## src/rtl/mod_n_down_counter.sv

```systemverilog
// -----------------------------------------------------------------------------
// mod_n_down_counter
//
// Modulo-N down counter / timer. Counts N-1 down to 0, then either reloads
// N-1 and keeps running (periodic) or parks at 0 in DONE (one-shot). The mode
// is captured when start is pulsed. Event priority at each edge is
// rst > start > load > decrement.
//
// Ports:
//   clk       in   rising-edge clock
//   rst       in   synchronous, active-high reset
//   start     in   pulse: (re)start the countdown from N-1 and enter RUN
//   oneshot   in   mode sampled with start: 1 = one-shot, 0 = periodic
//   en        in   count enable; 0 pauses the count while in RUN
//   load      in   load load_val into q (clamped to N-1); state unchanged
//   load_val  in   [WIDTH-1:0] value for load
//   q         out  [WIDTH-1:0] current count (registered)
//   tc        out  terminal-count pulse, one cycle per expiry (registered)
//   zero      out  combinational (q == 0)
//   busy      out  high while in RUN (registered)
//   done      out  high while in DONE (registered)
// -----------------------------------------------------------------------------
module mod_n_down_counter #(
  parameter int N     = 4,
  parameter int WIDTH = 2
) (
  input  logic             clk,
  input  logic             rst,
  input  logic             start,
  input  logic             oneshot,
  input  logic             en,
  input  logic             load,
  input  logic [WIDTH-1:0] load_val,
  output logic [WIDTH-1:0] q,
  output logic             tc,
  output logic             zero,
  output logic             busy,
  output logic             done
);

  typedef enum logic [1:0] {
    IDLE = 2'd0,
    RUN  = 2'd1,
    DONE = 2'd2
  } state_e;

  // Wrap/reload target; also the clamp ceiling for load_val.
  localparam logic [WIDTH-1:0] MAX_Q = WIDTH'(N - 1);

  state_e           state_q, state_d;
  logic [WIDTH-1:0] q_q, q_d;
  logic             mode_q, mode_d;   // 1 = one-shot
  logic             tc_q, tc_d;
  logic             busy_q, busy_d;
  logic             done_q, done_d;

  always_comb begin
    // NOTE: every signal gets a default before any branch; a path that
    // leaves one unassigned would infer a latch.
    state_d = state_q;
    q_d     = q_q;
    mode_d  = mode_q;
    tc_d    = 1'b0;

    if (start) begin
      q_d     = MAX_Q;
      mode_d  = oneshot;
      state_d = RUN;
    end else if (load) begin
      // load_val > N-1 is the same as load_val >= N.
      q_d = (load_val > MAX_Q) ? MAX_Q : load_val;
    end else if (state_q == RUN && en) begin
      if (q_q != '0) begin
        q_d = q_q - WIDTH'(1);
      end else begin
        // Expiry: q is already 0 on this edge, so tc lands one cycle after
        // q first shows 0 and the reload/stop happens together with it.
        tc_d = 1'b1;
        if (mode_q) begin
          state_d = DONE;
        end else begin
          q_d = MAX_Q;
        end
      end
    end

    // Status flags follow the next state so they change on the same edge.
    busy_d = (state_d == RUN);
    done_d = (state_d == DONE);
  end

  // NOTE: state is updated only with non-blocking assignments so every flop
  // samples pre-edge values regardless of statement order.
  always_ff @(posedge clk) begin
    if (rst) begin
      state_q <= IDLE;
      q_q     <= MAX_Q;
      mode_q  <= 1'b0;
      tc_q    <= 1'b0;
      busy_q  <= 1'b0;
      done_q  <= 1'b0;
    end else begin
      state_q <= state_d;
      q_q     <= q_d;
      mode_q  <= mode_d;
      tc_q    <= tc_d;
      busy_q  <= busy_d;
      done_q  <= done_d;
    end
  end

  assign q    = q_q;
  assign tc   = tc_q;
  assign busy = busy_q;
  assign done = done_q;
  assign zero = (q_q == '0);

endmodule

```

## config.mk

```make
export PLATFORM = sky130hd
export DESIGN_NAME = mod_n_down_counter
export DESIGN_NICKNAME = d
export VERILOG_FILES = /design/src/rtl/mod_n_down_counter.sv
export SDC_FILE = /design/constraint.sdc
export NUM_CORES = 1
export LEC_CHECK = 0
export CELL_PAD_IN_SITES_DETAIL_PLACEMENT = 2
export CELL_PAD_IN_SITES_GLOBAL_PLACEMENT = 2
export CORE_MARGIN = 3
export CORE_UTILIZATION = 20
export DETAILED_ROUTE_END_ITERATION = 7
export GPL_ROUTABILITY_DRIVEN = 0
export PLACE_DENSITY = 0.65
export SETUP_SLACK_MARGIN = 0.3
export SLEW_MARGIN = 15
export SYNTH_ARGS = -nofsm -noshare
export SYNTH_HDL_FRONTEND = slang
export SYNTH_SLANG_ARGS = --single-unit
```

## constraint.sdc

```tcl
create_clock -name clk -period 1.25 [get_ports clk]
set_input_delay 0.375 -clock clk [delete_from_list [all_inputs] [get_ports clk]]
set_output_delay 0.375 -clock clk [all_outputs]
set_load 0.01 [all_outputs]
```

==> results.py <==
metrics = {
    "run_status": {
        "run_status": "complete, but fails checks",
        "violations": "setup timing",
    },
    "timing": {
        "period_share_pct": 106.5,
        "timing.hold.ws_ps": 532.3,
        "final.setup.tns_ps": -389.5,
        "setup_viol": 7,
        "relSlewSlack_pct": 87.85,
        "post-route-worst-setup-slack_ps": -81.39,
        "rsz0062_at_grt": "true",
        "worst_clock_skew_ps": 3.814,
        "finalHoldViolCount": 0,
        "fmax_mhz": 751.1,
        "fin_crit_ps": 1331,
        "tightest_slew_ps": 177.3,
        "drv_slew": 0,
    },
    "clock_tree": {
        "clk_latency_ps": 260,
        "clk_pin_slew_worst_paths_ps": 60,
        "cts_hold_buf": 0,
        "cts_num_sinks": 8,
        "cts_tree": "built",
        "cts-root-buf": "clkbuf_4",
        "cts_made_buffers": 3,
        "h-tree-depth": 1,
        "cts_buffer_depth": 2,
    },
    "floorplanning": {
        "die_y_um": 48.38,
        "rows": 14,
        "die_area_mm2": 0.002340,
        "core_mm2": 0.001594,
        "io_pins": 14,
        "initial_core_util_pct": 22.53,
        "fp.dieW_um": 48.38,
    },
    "synth": {
        "yosysSeqAreaShare_pct": 44.60,
        "synth_top_area_share_pct": 44.60,
        "syn-num-nets": 49,
        "synth.avg_cell_area_um2": 8.977,
        "yosysUniqueCellTypes": 18,
        "yosysTopAreaCell": "dfxtp_1",
        "syn_inst": 40,
        "synth_area_leaders": "dfxtp_1, mux2i_1, nor2_1, a21oi_1, o21a_1",
        "synth.cell_area_um2": 359.1,
        "ys_ff_latch": 8,
        "ys_warn_count": 0,
    },
    "critical_path": {
        "startpoint_type": "flip-flop",
        "worstSetupEndpointType": "flip-flop",
        "worstPathMaxFanout": 2,
        "arrival_ps": 1480,
        "cp.required_ps": 1400,
        "crit_type": "reg -> reg",
        "crit_chain": "inv_4, ha_4, buf_6, or3b_4, a21oi_2, mux2i_1",
        "cp_slowest_cell": "or3b_4",
        "critPathMaxStageDelay_ps": 360,
    },
    "layout": {
        "nFillCells": 181,
        "layoutNonFillerInstCount": 92,
        "nNetsFinal": 78,
        "drive_gt1_share_pct": 50.00,
        "antenna_cells": 0,
        "area_growth_pct": 89.90,
    },
    "hold_path": {
        "hp-class": "reg -> reg",
    },
    "grt": {
        "grt_pass1_wl_mm": 2.166,
        "overflow": 0,
        "antenna_found_initial": 0,
        "first_global_vias": 465,
        "grt_start_max_net_pins": 6,
        "track_usage_pct": 12.33,
    },
    "placement": {
        "port_buffers": 13,
        "dp_cells": 85,
        "hpwl_um": 880.3,
    },
    "power": {
        "p_leak_nw": 0.3071,
        "power.density_mw_per_mm2": 887.7,
        "vdd_ir_drop_max_mv": 0.4152,
    },
    "run": {
        "max_cap_viol_count": 0,
    },
    "drt": {
        "dr_total_vias": 396,
        "drtAntennaViolNets": 0,
        "finalWirelength_mm": 1.216,
        "firstDrtPassIters": 4,
        "drtIter0Drc": 4,
        "wl_per_cell_um": 13.22,
        "drc": 0,
        "vias_per_cell": 4.304,
    },
}
[cell usage in the layout, fill, tap and decap left out, types with 2 or more instances in the layout]
cell type / count
clkdlybuf4s50_1: 5
buf_6: 6
a21oi_1: 2
dlygate4sd2_1: 2
buf_4: 8
nor2_1: 7
mux2i_1: 3
nand2b_1: 2
clkbuf_4: 3
o21a_1: 2
buf_2: 3
dfxtp_2: 2
dfxtp_1: 5
[per-layer routing]
metal | vias to the layer above | global-route usage, % | share of wire, %
met5 | - | 0 | 0
met3 | 3 | 3.681 | 3.5
met4 | 0 | 8.531 | 2.4
met1 | 190 | 13.48 | 44
li1 | 193 | - | -
met2 | 10 | 20.41 | 50
[timing repair]
action,in CTS,in global routing
cloned,0,0
pin swaps,2,1
setup endpoints to repair,14,13
setup buffers,2,1
gates resized for setup,35,5
[synthesized netlist by cell type]
cell type,n
a211oi_1,1
a21oi_1,3
a31oi_1,1
and2b_2,1
dfxtp_1,8
ha_1,1
inv_1,3
mux2i_1,3
nand2_1,2
nand2b_1,2
nand4b_1,1
nor2_1,7
nor2b_2,1
nor4_1,1
o21a_1,2
o21ai_1,1
or2_4,1
or3b_1,1
[through the flow]
stage | util, % | total power [mW] | setup WS (ps) | cell area, um2
after global routing | 42.78 | 0.6507 | -136.9 | 681.9
after detailed placement | 37.83 | 0.3798 | -358.7 | 603.1
after CTS | 41.05 | 0.6086 | -73.79 | 654.4
final | 42.78 | 0.6053 | -81.39 | 681.9
after global placement | 37.83 | 0.3741 | -289.3 | 603.1
after floorplan | - | 0.3129 | 41.89 | 382.9
[critical path, delay by kind of cell, from the launching register on]
family	cells	cell delay, ps
fa+ha+maj	1	140
mux	1	70
buf+inv	2	150
flops	1	350
simple gates	1	360
compound gates	1	150
[worst paths after layout]
| kind | slack (ps) | endpoint | cells past startpoint | startpoint |
|---|---|---|---|---|
| setup / recovery | -80 | q[0]$_SDFFE_PP1P_ | 6 | q[0]$_SDFFE_PP1P_ |
| hold reg to reg | 530 | state_q[0]$_SDFF_PP0_ | 2 | state_q[0]$_SDFF_PP0_ |
| setup reg to reg | -80 | q[0]$_SDFFE_PP1P_ | 6 | q[0]$_SDFFE_PP1P_ |
| hold / removal | 530 | state_q[0]$_SDFF_PP0_ | 2 | state_q[0]$_SDFF_PP0_ |
[report_power, final]
part	switching, mW	leakage (nW)	internal, mW	total, mW
clock	0.0964	0.0150	0.123	0.219
sequential	0.00789	0.0656	0.264	0.272
combinational	0.0475	0.226	0.0670	0.115
[logic make-up after synthesis]
| group | after synthesis | synth area share [%] |
|---|---|---|
| simple gates | 17 | 26.83 |
| compound gates | 8 | 13.59 |
| flops | 8 | 44.60 |
| buf+inv | 3 | 3.136 |
| mux | 3 | 8.363 |
| fa+ha+maj | 1 | 3.484 |
[registers in the layout, summed over array words and instances, names as in the netlist]
| signal | flops |
|---|---|
| q | 2 |
| state_q | 2 |
| busy | 1 |
| done | 1 |
| mode_q | 1 |
| tc | 1 |
[layout make-up]
class / count / area [um2] / share of cell area (%)
flip-flops and latches: 8 / 166.4 / 24.40
clock buffers: 4 / 26.28 / 3.853
multi-input cells: 29 / 235.2 / 34.50
repair buffers: 24 / 210.2 / 30.83
well taps: 24 / 30.03 / 4.404
inverters: 3 / 13.76 / 2.018
(Power assumes the default switching activity.)
